### src/rtl/axi4_wr_pkg.sv
// Shared constants and types for the AXI4 single-beat write channel.
// Fields of wr_cmd_t use the block's default widths; the top casts to its own parameters.
package axi4_wr_pkg;

  localparam logic [1:0] BURST_INCR      = 2'b01;
  localparam logic [1:0] RESP_OKAY       = 2'b00;
  localparam logic [1:0] RESP_EXOKAY     = 2'b01;
  localparam logic [1:0] RESP_SLVERR     = 2'b10;
  localparam logic [1:0] RESP_DECERR     = 2'b11;
  localparam logic [3:0] AWCACHE_DEFAULT = 4'b0011;

  localparam int CMD_ADDR_W = 32;
  localparam int CMD_DATA_W = 64;
  localparam int CMD_SRC_W  = 8;

  typedef enum logic {
    IDLE = 1'b0,
    SEND = 1'b1
  } wr_state_e;

  typedef struct packed {
    logic [CMD_ADDR_W-1:0]   addr;
    logic [2:0]              size;
    logic [CMD_DATA_W-1:0]   data;
    logic [CMD_DATA_W/8-1:0] strb;
    logic [CMD_SRC_W-1:0]    source;
  } wr_cmd_t;

endpackage

### src/rtl/axi4_wr_src_fifo.sv
// In-order FIFO of TileLink source tags for writes waiting on their B response.
module axi4_wr_src_fifo #(
  parameter int Depth       = 4,
  parameter int SourceWidth = 8
) (
  input  logic                       clk_i,
  input  logic                       rst_ni,
  input  logic                       i_push,
  input  logic [SourceWidth-1:0]     i_push_data,
  input  logic                       i_pop,
  output logic [SourceWidth-1:0]     o_pop_data,
  output logic                       o_full,
  output logic                       o_empty,
  output logic [$clog2(Depth):0]     o_count
);

  localparam int PW = $clog2(Depth);
  localparam int CW = PW + 1;

  logic [SourceWidth-1:0] r_mem [Depth];
  logic [PW-1:0]          r_wr_ptr;
  logic [PW-1:0]          r_rd_ptr;
  logic [CW-1:0]          r_count;
  logic                   w_push_ok;
  logic                   w_pop_ok;

  assign o_full     = (r_count == CW'(Depth));
  assign o_empty    = (r_count == '0);
  assign o_count    = r_count;
  assign o_pop_data = r_mem[r_rd_ptr];
  assign w_push_ok  = i_push & ~o_full;
  assign w_pop_ok   = i_pop & ~o_empty;

  // Pointers are PW bits wide, so wrap modulo Depth comes for free.
  always_ff @(posedge clk_i or negedge rst_ni) begin
    if (!rst_ni) begin
      r_wr_ptr <= '0;
      r_rd_ptr <= '0;
      r_count  <= '0;
      for (int i = 0; i < Depth; i++) r_mem[i] <= '0;
    end else begin
      if (w_push_ok) begin
        r_mem[r_wr_ptr] <= i_push_data;
        r_wr_ptr        <= r_wr_ptr + PW'(1);
      end
      if (w_pop_ok) r_rd_ptr <= r_rd_ptr + PW'(1);
      case ({w_push_ok, w_pop_ok})
        2'b10:   r_count <= r_count + CW'(1);
        2'b01:   r_count <= r_count - CW'(1);
        default: r_count <= r_count;
      endcase
    end
  end

endmodule

### src/rtl/axi4_wr_chan.sv
// AXI4 write channel: single-beat AW/W per command, in-order B tracking, per-source completion.
// Optional B timeout is built when AXI4_WR_CHAN_TIMEOUT_EN is defined.
module axi4_wr_chan
  import axi4_wr_pkg::*;
#(
  parameter int                 AddrWidth     = 32,
  parameter int                 DataWidth     = 64,
  parameter int                 SourceWidth   = 8,
  parameter int                 IdWidth       = 8,
  parameter logic [IdWidth-1:0] AxiId         = '0,
  parameter int                 Depth         = 4,
  parameter int                 TimeoutCycles = 1024
) (
  input  logic                     clk_i,
  input  logic                     rst_ni,
  input  logic                     cmd_valid,
  output logic                     cmd_ready,
  input  logic [AddrWidth-1:0]     cmd_addr,
  input  logic [2:0]               cmd_size,
  input  logic [DataWidth-1:0]     cmd_data,
  input  logic [DataWidth/8-1:0]   cmd_strb,
  input  logic [SourceWidth-1:0]   cmd_source,
  output logic [IdWidth-1:0]       axi_awid,
  output logic [AddrWidth-1:0]     axi_awaddr,
  output logic [7:0]               axi_awlen,
  output logic [2:0]               axi_awsize,
  output logic [1:0]               axi_awburst,
  output logic [3:0]               axi_awcache,
  output logic [2:0]               axi_awprot,
  output logic                     axi_awvalid,
  input  logic                     axi_awready,
  output logic [DataWidth-1:0]     axi_wdata,
  output logic [DataWidth/8-1:0]   axi_wstrb,
  output logic                     axi_wlast,
  output logic                     axi_wvalid,
  input  logic                     axi_wready,
  input  logic [IdWidth-1:0]       axi_bid,
  input  logic [1:0]               axi_bresp,
  input  logic                     axi_bvalid,
  output logic                     axi_bready,
  output logic                     rsp_valid,
  input  logic                     rsp_ready,
  output logic [SourceWidth-1:0]   rsp_source,
  output logic                     rsp_error,
  output logic [$clog2(Depth):0]   outstanding,
  output logic                     err_unexpected_b,
  output wr_state_e                dbg_state
);

  // Handshake rule on every channel: a beat transfers on a rising clk_i edge where
  // valid and ready are both high; a raised valid and its payload hold until then.

  wr_state_e               r_state;
  wr_cmd_t                 r_cmd;
  logic                    r_awvalid;
  logic                    r_wvalid;
  logic                    r_rsp_valid;
  logic                    r_rsp_error;
  logic [SourceWidth-1:0]  r_rsp_source;
  logic                    r_err_unexp;

  logic                    w_full;
  logic                    w_empty;
  logic [SourceWidth-1:0]  w_head;
  logic                    w_push;
  logic                    w_pop;
  logic                    w_aw_done;
  logic                    w_w_done;
  logic                    w_rsp_free;
  logic                    w_b_hs;
  logic                    w_b_err;
  logic                    w_to_fire;
  logic                    w_unused_bid;

  assign cmd_ready   = (r_state == IDLE) & ~w_full;
  assign w_aw_done   = ~r_awvalid | axi_awready;
  assign w_w_done    = ~r_wvalid | axi_wready;
  assign w_push      = (r_state == SEND) & w_aw_done & w_w_done;
  assign w_rsp_free  = ~r_rsp_valid | rsp_ready;
  assign axi_bready  = ~w_empty & w_rsp_free;
  assign w_b_hs      = axi_bvalid & axi_bready;
  assign w_b_err     = (axi_bresp == RESP_SLVERR) | (axi_bresp == RESP_DECERR);
  assign w_pop       = w_b_hs | w_to_fire;
  assign w_unused_bid = ^axi_bid;

  assign axi_awid    = AxiId;
  assign axi_awaddr  = AddrWidth'(r_cmd.addr);
  assign axi_awlen   = 8'd0;
  assign axi_awsize  = r_cmd.size;
  assign axi_awburst = BURST_INCR;
  assign axi_awcache = AWCACHE_DEFAULT;
  assign axi_awprot  = 3'b000;
  assign axi_awvalid = r_awvalid;
  assign axi_wdata   = DataWidth'(r_cmd.data);
  assign axi_wstrb   = (DataWidth/8)'(r_cmd.strb);
  assign axi_wlast   = 1'b1;
  assign axi_wvalid  = r_wvalid;

  assign rsp_valid        = r_rsp_valid;
  assign rsp_source       = r_rsp_source;
  assign rsp_error        = r_rsp_error;
  assign err_unexpected_b = r_err_unexp;
  assign dbg_state        = r_state;

  always_ff @(posedge clk_i or negedge rst_ni) begin
    if (!rst_ni) begin
      r_state   <= IDLE;
      r_cmd     <= '0;
      r_awvalid <= 1'b0;
      r_wvalid  <= 1'b0;
    end else begin
      case (r_state)
        IDLE: begin
          if (cmd_valid && cmd_ready) begin
            r_cmd.addr   <= CMD_ADDR_W'(cmd_addr);
            r_cmd.size   <= cmd_size;
            r_cmd.data   <= CMD_DATA_W'(cmd_data);
            r_cmd.strb   <= (CMD_DATA_W/8)'(cmd_strb);
            r_cmd.source <= CMD_SRC_W'(cmd_source);
            r_awvalid    <= 1'b1;
            r_wvalid     <= 1'b1;
            r_state      <= SEND;
          end
        end
        SEND: begin
          if (r_awvalid && axi_awready) r_awvalid <= 1'b0;
          if (r_wvalid && axi_wready)   r_wvalid  <= 1'b0;
          if (w_push) r_state <= IDLE;
        end
        default: r_state <= IDLE;
      endcase
    end
  end

  always_ff @(posedge clk_i or negedge rst_ni) begin
    if (!rst_ni) begin
      r_rsp_valid  <= 1'b0;
      r_rsp_error  <= 1'b0;
      r_rsp_source <= '0;
      r_err_unexp  <= 1'b0;
    end else begin
      if (w_b_hs) begin
        r_rsp_valid  <= 1'b1;
        r_rsp_source <= w_head;
        r_rsp_error  <= w_b_err;
      end else if (w_to_fire) begin
        r_rsp_valid  <= 1'b1;
        r_rsp_source <= w_head;
        r_rsp_error  <= 1'b1;
      end else if (rsp_ready) begin
        r_rsp_valid  <= 1'b0;
      end
      if (axi_bvalid && w_empty) r_err_unexp <= 1'b1;
    end
  end

`ifdef AXI4_WR_CHAN_TIMEOUT_EN
  localparam int TW = (TimeoutCycles > 1) ? $clog2(TimeoutCycles) : 1;
  logic [TW-1:0] r_to_cnt;

  // A timed-out head is retired only once the response slot can take it.
  assign w_to_fire = ~w_empty & ~w_b_hs & w_rsp_free & (r_to_cnt == TW'(TimeoutCycles - 1));

  always_ff @(posedge clk_i or negedge rst_ni) begin
    if (!rst_ni) begin
      r_to_cnt <= '0;
    end else if (w_empty || w_pop) begin
      r_to_cnt <= '0;
    end else if (r_to_cnt != TW'(TimeoutCycles - 1)) begin
      r_to_cnt <= r_to_cnt + TW'(1);
    end
  end
`else
  logic [31:0] w_unused_timeout;
  assign w_to_fire        = 1'b0;
  assign w_unused_timeout = 32'(TimeoutCycles);
`endif

  axi4_wr_src_fifo #(
    .Depth       (Depth),
    .SourceWidth (SourceWidth)
  ) u_src_fifo (
    .clk_i       (clk_i),
    .rst_ni      (rst_ni),
    .i_push      (w_push),
    .i_push_data (SourceWidth'(r_cmd.source)),
    .i_pop       (w_pop),
    .o_pop_data  (w_head),
    .o_full      (w_full),
    .o_empty     (w_empty),
    .o_count     (outstanding)
  );

endmodule

### config.mk
export PLATFORM = sky130hd
export DESIGN_NAME = axi4_wr_chan
export DESIGN_NICKNAME = d
export VERILOG_FILES = /design/src/rtl/axi4_wr_pkg.sv /design/src/rtl/axi4_wr_src_fifo.sv /design/src/rtl/axi4_wr_chan.sv
export SDC_FILE = /design/constraint.sdc
export NUM_CORES = 1
export LEC_CHECK = 0
export BUFFER_PORTS_ARGS = -buffer_cell sky130_fd_sc_hd__buf_2
export CAP_MARGIN = 20
export CORE_MARGIN = 2
export CORE_UTILIZATION = 53
export CTS_CLUSTER_DIAMETER = 50
export CTS_CLUSTER_SIZE = 40
export DETAILED_ROUTE_END_ITERATION = 10
export GPL_ROUTABILITY_DRIVEN = 0
export PLACE_DENSITY = 0.92
export SYNTH_ARGS = -nofsm -noshare
export SYNTH_HDL_FRONTEND = slang
export SYNTH_SLANG_ARGS = --single-unit
### constraint.sdc
create_clock -name clk_i -period 6.9 [get_ports clk_i]
set_input_delay 0 -clock clk_i [delete_from_list [all_inputs] [get_ports clk_i]]
set_output_delay 0 -clock clk_i [all_outputs]
set_load 0.01 [all_outputs]
==> results_dict.tcl <==
set metrics [dict create \
    drc_errors 0 \
    p_leak_uw 0.00469 \
    ys.flop_type "dfrtp_1" \
    synth.area.top_cells "dfrtp_1 56%, mux2_2 23%, buf_4 13%" \
    nNetsFinal 929 \
    synthCells 525 \
    final_cells 982 \
    synth_common_cells "168 x dfrtp_1, 155 x mux2_2, 133 x buf_4, 14 x buf_2, 8 x mux4_2" \
    wirelength_um 17300 \
    area_growth_syn_to_layout_pct 30.6 \
    synth-compound-area-share_pct 0.430 \
    grt_use_total_pct 22.7 \
    antenna_cells 0 \
    die_w_um 123 \
    synth_most_common_cell "dfrtp_1" \
    wl_per_cell_um 17.6 \
    hpwl_um 10500 \
    yosysUniqueCellTypes 27 \
    cts_tree "yes" \
    status "finished, final reports clean" \
    grt_pass1_wl_um 25900 \
    ys_seq_area_share_pct 55.6 \
    finalSetupViolations 0 \
    cts_buffers 17 \
    clk_pin_slew_ps 60 \
    crit_slowest_cell "buf_4" \
    finClkSkew_ps 12.5 \
    synth-edff-count 0 \
    grt_pass1_vias 5298 \
    dr.pass1.iters 4 \
    clock_latency_ps 420 \
    max_freq_mhz 365 \
    rsz0062_at_grt "false" \
    postRouteAntennaNets 0 \
    worst-path-stages 5 \
    ios 284 \
    hold_class "input pin to register" \
    synth_fa_ha_area_share_pct 1.09 \
    htreeDepth 4 \
    placed_cells 832 \
    synth-xor-area-share_pct 0.695 \
    initial_utilization_pct 54.3 \
    worst_pin_slew_ps 909 \
    hold_viol_final 0 \
    critPathMaxFanout 72 \
    cts.sinks 168 \
    synth_area_um2 7560 \
    synth_seq_cells 168 \
    r2r_end "axi_awaddr[0]" \
    rows 43 \
    cts_root_buf "clkbuf_16" \
    min_period_over_period_pct 39.7 \
    crit_chain "nor3b_2 -> nor3b_2 -> buf_4 -> buf_4 -> mux2_2" \
    cp.arrival_ps 3020 \
    power_density_nw_per_um2 451 \
    yosys.area_share.simple_pct 1.87 \
    viasPerCell 4.89 \
    syn_avg_cell_area_um2 14.4 \
    relSlewSlack_pct 39.4 \
    async_reset_ff_share_pct 100 \
    worst-path-buf-inv 2 \
    hold_start "rsp_ready" \
    postCtsResizedCells 0 \
    die_h_um 123 \
    holdBufCountCts 120 \
    vias 4799 \
    critPathRequiredTime_ps 7190 \
    clk_path_buf_depth 2 \
    start_kind "register" \
    crit_end "axi_awaddr[0]" \
    synth_top_area_share_pct 55.6 \
    yosys.area.top_type "dfrtp_1" \
    drt_iter0_drc 178 \
    min_period_ps 2740 \
    post-cts-setup-buffers 0 \
    fp.coreArea_um2 13900 \
    io_buffers 248 \
    cp-end-kind "register" \
    ys_warn_count 0 \
    finish.utilization_pct 70.9 \
    cp_top_family "buffers and inverters" \
    drive_above_1_share_pct 56.5 \
    synth_top_family_by_area "multiplexers" \
    ff2ff_path_depth 5 \
    antenna_found_initial 0 \
    synthMuxAreaShare_pct 25.8 \
    critPathMaxStageDelay_ps 810 \
    tns_ps 0 \
    critPathKind "register to register" \
    cap_viol_max_count 0 \
    irDropWorstVdd_mv 0.285 \
    r2r_start "u_src_fifo.o_count[2]" \
    grt_max_degree 103 \
    crit_start "u_src_fifo.o_count[2]" \
    grt_overflow_total 0 \
    slew_viol_final 0 \
    fp.dieArea_um2 15200 \
    r2r_slack_ps 4160 \
]
-- layout by cell type, fill, tap and decap left out --
cell type	instances
buf_2	247
dfrtp_1	168
mux2_2	155
dlygate4sd3_1	120
conb_1	26
clkbuf_16	17
mux4_2	8
ha_1	5
xnor2_1	4
nand2_2	4
nand2_1	4
buf_4	4
nor3b_2	3
inv_1	3
nor2_1	3
a21o_1	3
inv_6	3
bufinv_16	3
nor2b_1	2
o21ai_0	2
xor2_1	2
mux2_1	2
clkbuf_1	2
clkinvlp_4	2
nor3_1	1
and2b_2	1
nor4b_4	1
nand2b_1	1
or2_2	1
fa_1	1
clkinv_2	1
clkinv_4	1
clkbuf_8	1
buf_6	1
-- stage by stage --
step           hold WS, ps  total power, uW  cell area [um^2]  setup slack, ps
2_1_floorplan         -296             3230              7650             4650
3_5_place_dp           169             3430              8080             4180
3_3_place_gp           142             3310              8080             4290
5_1_grt               71.3             4720              9880             4010
6_report              67.9             4450              9880             4160
4_1_cts               47.3             4450              9880             4170
-- metal layers --
metal  GRT usage, %  vias to the layer above  part of all wire, %
met4           11.2                        0                  3.3
met3           5.72                       50                  6.1
met1           22.3                     2378                   34
li1               -                     2156                    -
met5              0                        -                    0
met2           43.5                      215                   56
-- report_power, final --
| part | internal, uW | total, uW | switching (uW) |
|---|---|---|---|
| clock | 579 | 950 | 372 |
| sequential | 1490 | 1820 | 329 |
| combinational | 927 | 1680 | 753 |
| total | 3000 | 4450 | 1450 |
-- worst min-delay path by stage --
stage | to | slack, ps | cells past startpoint
6_report | rsp_valid | 70 | 3
3_5_place_dp | rsp_source[4] | 170 | 1
3_3_place_gp | axi_awaddr[24] | 140 | 1
2_1_floorplan | axi_awaddr[0] | -300 | 0
4_1_cts | rsp_valid | 50 | 3
5_1_grt | rsp_valid | 70 | 3
-- flip-flops by register name, indices dropped and copies added (netlist names) --
name	cells
axi_wdata	64
axi_awaddr	32
u_src_fifo.r_mem	32
axi_wstrb	8
r_cmd	8
rsp_source	8
axi_awsize	3
u_src_fifo.o_count	3
u_src_fifo.r_rd_ptr	2
u_src_fifo.r_wr_ptr	2
axi_awvalid	1
axi_wvalid	1
dbg_state	1
err_unexpected_b	1
rsp_error	1
rsp_valid	1
-- logic make-up after synthesis --
group	Yosys count
flops	168
mux	165
buf+inv	152
simple gates	21
fa+ha+maj	6
xor+xnor	6
compound gates	5
other cells	2
-- worst min-delay path, delay by kind of cell --
family	cells	cell delay [ps]
and+or+nand+nor	2	350
buffers and inverters	1	80
-- area by class of cell --
cell class / instances / area, um^2
Inverter: 3 / 11.3
Fill cell: 868 / 4060
Tap cell: 180 / 225
Multi-Input combinational cell: 229 / 2360
Timing Repair Buffer: 372 / 2480
Sequential cell: 168 / 4200
Clock buffer: 20 / 447
Clock inverter: 10 / 145
Note: power is estimated with default switching activity, not from simulation.
